==> config.mk <==
export PLATFORM = sky130hd
export DESIGN_NAME = buffer
export DESIGN_NICKNAME = d
export VERILOG_FILES = /design/src/rtl/buffer_pkg.sv /design/src/rtl/buffer_tick_edge_detect.sv /design/src/rtl/buffer.sv
export SDC_FILE = /design/constraint.sdc
export NUM_CORES = 1
export LEC_CHECK = 0
export BUFFER_PORTS_ARGS = -buffer_cell sky130_fd_sc_hd__buf_2
export CORE_MARGIN = 2
export CORE_UTILIZATION = 50
export DETAILED_ROUTE_END_ITERATION = 10
export PLACE_DENSITY = 0.79
export SYNTH_ARGS = -nofsm -noshare
export SYNTH_HDL_FRONTEND = slang
export SYNTH_SLANG_ARGS = --single-unit
==> constraint.sdc <==
create_clock -name clk -period 1.9 [get_ports clk]
set_clock_uncertainty 0.1 [all_clocks]
set_input_delay 0.38 -clock clk [delete_from_list [all_inputs] [get_ports clk]]
set_output_delay 0.38 -clock clk [all_outputs]
set_load 0.02 [all_outputs]
==> src/rtl/buffer_pkg.sv <==
// Shared constants and state encoding for the PS/2 byte-to-frame buffer.
package buffer_pkg;
    localparam int DATA_W  = 8;
    localparam int NBYTES  = 4;
    localparam int FRAME_W = 32;

    typedef enum logic [1:0] {
        EMPTY   = 2'd0,
        FILLING = 2'd1,
        FULL    = 2'd2
    } state_t;
endpackage

==> src/rtl/buffer_tick_edge_detect.sv <==
// Registers tick and emits a one-cycle pulse on its rising edge (combinational from the registered copy).
module tick_edge_detect (
    input  logic clk,
    input  logic reset,
    input  logic i_tick,
    output logic o_rise
);
    logic r_tick_q;

    always_ff @(posedge clk) begin
        if (!reset) r_tick_q <= 1'b0;
        else        r_tick_q <= i_tick;
    end

    // Clearing r_tick_q in reset lets a tick already high at release count as a capture.
    assign o_rise = i_tick & ~r_tick_q;
endmodule

==> src/rtl/buffer.sv <==
// Assembles NBYTES received bytes into a frame; joi/listo update when the last byte lands.
// Bytes arriving during the single FULL cycle are dropped; ready reflects that.
module buffer
    import buffer_pkg::*;
#(
    parameter int DATA_W = buffer_pkg::DATA_W,
    parameter int NBYTES = buffer_pkg::NBYTES,
    parameter int Z_W    = $clog2(NBYTES + 1),
    parameter int FW     = DATA_W * NBYTES
) (
    input  logic              clk,
    input  logic              reset,
    input  logic              tick,
    input  logic [DATA_W-1:0] d,
    output logic              ready,
    output logic [DATA_W-1:0] qfi,
    output logic [DATA_W-1:0] qs,
    output logic [DATA_W-1:0] qt,
    output logic [DATA_W-1:0] qf,
    output logic [Z_W-1:0]    z,
    output logic [FW-1:0]     joi,
    output logic              listo
);
    localparam logic [Z_W-1:0] Z_FULL = Z_W'(NBYTES);
    localparam logic [Z_W-1:0] Z_LAST = Z_W'(NBYTES - 1);

    state_t            r_state;
    state_t            w_state_nxt;
    logic [Z_W-1:0]    r_z;
    logic [DATA_W-1:0] r_bytes [NBYTES];
    logic [FW-1:0]     r_joi;
    logic              w_rise;
    logic              w_store;

    tick_edge_detect u_edge (
        .clk    (clk),
        .reset  (reset),
        .i_tick (tick),
        .o_rise (w_rise)
    );

    assign w_store = w_rise && (r_state != FULL);

    always_comb begin
        w_state_nxt = r_state;
        case (r_state)
            EMPTY, FILLING: if (w_store) w_state_nxt = (r_z == Z_LAST) ? FULL : FILLING;
            FULL:           w_state_nxt = EMPTY;
            default:        w_state_nxt = EMPTY;
        endcase
    end

    always_ff @(posedge clk) begin
        if (!reset) r_state <= EMPTY;
        else        r_state <= w_state_nxt;
    end

    always_ff @(posedge clk) begin
        if (!reset) begin
            r_z   <= '0;
            r_joi <= '0;
            for (int i = 0; i < NBYTES; i++) r_bytes[i] <= '0;
        end else if (r_state == FULL) begin
            r_z <= '0;
        end else if (w_store) begin
            r_z <= r_z + 1'b1;
            for (int i = 0; i < NBYTES; i++)
                if (r_z == Z_W'(i)) r_bytes[i] <= d;
            // The last byte is taken from d directly so joi is complete on the same edge.
            if (r_z == Z_LAST) begin
                for (int i = 0; i < NBYTES - 1; i++)
                    r_joi[FW-1-i*DATA_W -: DATA_W] <= r_bytes[i];
                r_joi[DATA_W-1:0] <= d;
            end
        end
    end

    assign ready = (r_z != Z_FULL);
    assign listo = (r_state == FULL);
    assign z     = r_z;
    assign joi   = r_joi;
    assign qfi   = r_bytes[0];
    assign qs    = r_bytes[1];
    assign qt    = r_bytes[2];
    assign qf    = r_bytes[3];
endmodule

==> metrics.yaml <==
pwr-share-seq_pct: 54.5
min_to: "u_edge.r_tick_q$_SDFF_PN0_"
finalInstanceArea_um2: 3170
h-tree-depth: 3
critPathSlowestCell: "dfxtp_1"
rows: 25
power.internal_w: 0.00233
clockPowerShare_pct: 37.3
wl_per_cell_um: 14.4
critPathLaunchType: "flop"
tns_ns: 0
reg2reg_slack_ns: 0.15
cp_cell_sequence: "inv_1, ha_1, nand2_1, buf_2"
dieArea_um2: 5570
cp_num_buf_inv: 2
ir_drop_uv: 446
grt_usage_pct: 18.8
ys_types: 24
max_freq_mhz: 565
dpl_cell_area_um2: 2970
via_count: 1729
die_w_um: 74.7
post-route-min-period_ns: 1.77
yosys.area.top_type: "edfxtp_1"
end_kind: "output pin"
clock_sinks: 70
ys_ff_latch: 70
post_cts_resized: 0
regToRegEndpoint: "r_bytes[3][0]$_SDFFCE_PN0P_"
worst-path-max-fanout: 5
critPathMaxStageDelay_ns: 0.42
drv_slew: 0
critPathTopFamily: "flip-flops"
synth_most_common_cell: "dfxtp_1"
ys_warn_count: 0
grt-ovfl-total: 0
synth_edf_count: 32
p_sw_share_pct: 23.6
drive_gt1_share_pct: 38.3
clockBufferDepth: 2
first_pass_iters: 4
dp_hpwl_um: 3590
cp.arrival_ns: 1.29
clk_latency_ns: 0.33
timing_hold_violations_final: 0
synth-main-ff-cell: "dfxtp_1"
drt-total-wl_um: 4950
maxCapViolations: 0
setup_viol: 0
cts_hold_repair.buffers: 0
area_growth_syn_to_layout_pct: 26.9
grt_pass1_vias: 1618
synthesis.nets: 202
grt_pass1_wl_um: 7580
antenna_found_initial: 0
diodes: 0
power_leakage_nw: 1.45
core_um2: 4750
cts-root-buf: "clkbuf_8"
numCtsBuffers: 9
whs_ns: 0.185
hp-start: "tick"
slew_headroom_pct: 72.1
die_y_um: 74.7
ff2ff_path_depth: 6
cts_setup_buffers: 0
grt.met1_usage_pct: 24.3
rsz0062_at_grt: "no"
ys_top_cells_by_area: "edfxtp_1 38%, dfxtp_1 30%, a22o_1 11%"
syn_area_um2: 2500
synth_cells: 186
path_clk_slew_ns: 0.07
met3_usage_pct: 5.62
num-nets-final: 288
r2r-start: "z[0]$_SDFFE_PP0N_"
vias_per_cell: 5.03
synth_async_sr_flop_share_pct: 0
drt_iter0_drc: 78
drc: 0
switching_power_w: 0.000719
syn_avg_cell_area_um2: 13.4
hold_path.class: "primary input to flop"
hold_depth: 2
ios: 80
use_met2_pct: 28.6
path_class: "flop to output pin"
layout_worst_path_cycle_share_pct: 93.1
outcome: "completed"
detail-route-antenna-nets: 0
io_buffers: 79
cts_tree: "built"
busiest_layer: "met2"
fill_cells: 379
utilization_pct: 66.6
gp_congestion: 0.763
ys_top_cells_by_count: "38 x dfxtp_1, 32 x a22o_1, 32 x edfxtp_1, 28 x nor2_1, 13 x nand2_1"
ys_seq_area_share_pct: 69.0
netlist.area_leader.share_pct: 38.5
p_comb_share_pct: 8.2
grt_max_degree: 41
p_per_area_nw_per_um2: 961
crit_required_ns: 1.42
initial_core_util_pct: 52.5
worst_slew_pin_slew_ns: 0.419
## cell families (layout without fill, tap and decap cells)
logic type | Yosys count | count (layout) | synth area share (%)
muxes | 1 | 1 | 0.401
buffers and inverters | 16 | 107 | 3.86
DFF | 70 | 70 | 69.0
adders and majority gates | 5 | 5 | 2.51
and+or+nand+nor | 59 | 59 | 11.5
AOI/OAI and AO/OA | 34 | 34 | 12.4
xor gates and xnor gates | 1 | 1 | 0.351
## power by group through the flow
stage	clock [W]	sequential (W)	combinational, W
6_report	0.00114	0.00166	0.000248
5_1_grt	0.00122	0.00167	0.000269
4_1_cts	0.00115	0.00166	0.000250
3_5_place_dp	0	0.00169	0.000250
3_3_place_gp	0	0.00169	0.000246
2_1_floorplan	0	0.00175	0.0000919
## per-stage QoR
stage / worst slack, ns / cells / total power, W
2_1_floorplan: 0.192 / 186 / 0.00184
3_3_place_gp: 0.221 / 328 / 0.00194
3_5_place_dp: 0.177 / 328 / 0.00194
4_1_cts: 0.120 / 344 / 0.00306
5_1_grt: 0.0275 / 344 / 0.00315
6_report: 0.131 / 344 / 0.00304
## final cells by class
type                       instances  area, um2  share of cell area, %
inverter                           6       22.5                  0.711
clock inverter                     3       15.0                  0.474
sequential                        70       1720                   54.4
timing repair buffer              85        465                   14.7
clock buffer                      13        180                   5.69
multi-input combinational        100        678                   21.4
tap                               67       83.8                   2.65
## cells in the final DEF (no fill, tap or decap)
cell and count:
buf_2 79, dfxtp_1 38, a22o_1 32, edfxtp_1 32, nor2_1 28, nand2_1 13
clkbuf_8 11, and2_1 9, ha_1 5, inv_1 4, buf_4 4, nand4_1 3
clkinv_2 3, inv_2 2, buf_12 2, nand2b_1 1, nor2b_4 1, a31oi_4 1
nand3b_1 1, nor3_4 1, nor3_1 1, a211oi_1 1, nor3_2 1, mux2i_1 1
xnor2_1 1, clkbuf_16 1, clkbuf_1 1
## per-layer routing
metal,routed length [um],up-vias
met5,0,-
met4,83,0
met3,325,9
met2,2360,63
met1,2180,818
li1,-,839
## registers in the layout, indices dropped and copies added (netlist names)
name,flops
joi,32
r_bytes,32
r_state,2
z,3
u_edge.r_tick_q,1
## worst max path at each step
stage / startpoint / to / slack, ns / cells after the start
2_1_floorplan: z[0]$_SDFFE_PP0N_ / r_bytes[3][0]$_SDFFCE_PN0P_ / 0.19 / 6
3_3_place_gp: z[0]$_SDFFE_PP0N_ / r_bytes[3][3]$_SDFFCE_PN0P_ / 0.22 / 4
3_5_place_dp: z[0]$_SDFFE_PP0N_ / r_bytes[3][3]$_SDFFCE_PN0P_ / 0.18 / 6
4_1_cts: z[0]$_SDFFE_PP0N_ / ready / 0.12 / 4
5_1_grt: z[0]$_SDFFE_PP0N_ / r_bytes[3][4]$_SDFFCE_PN0P_ / 0.03 / 6
6_report: z[0]$_SDFFE_PP0N_ / ready / 0.13 / 4
Power figures use the tool's default switching activity.
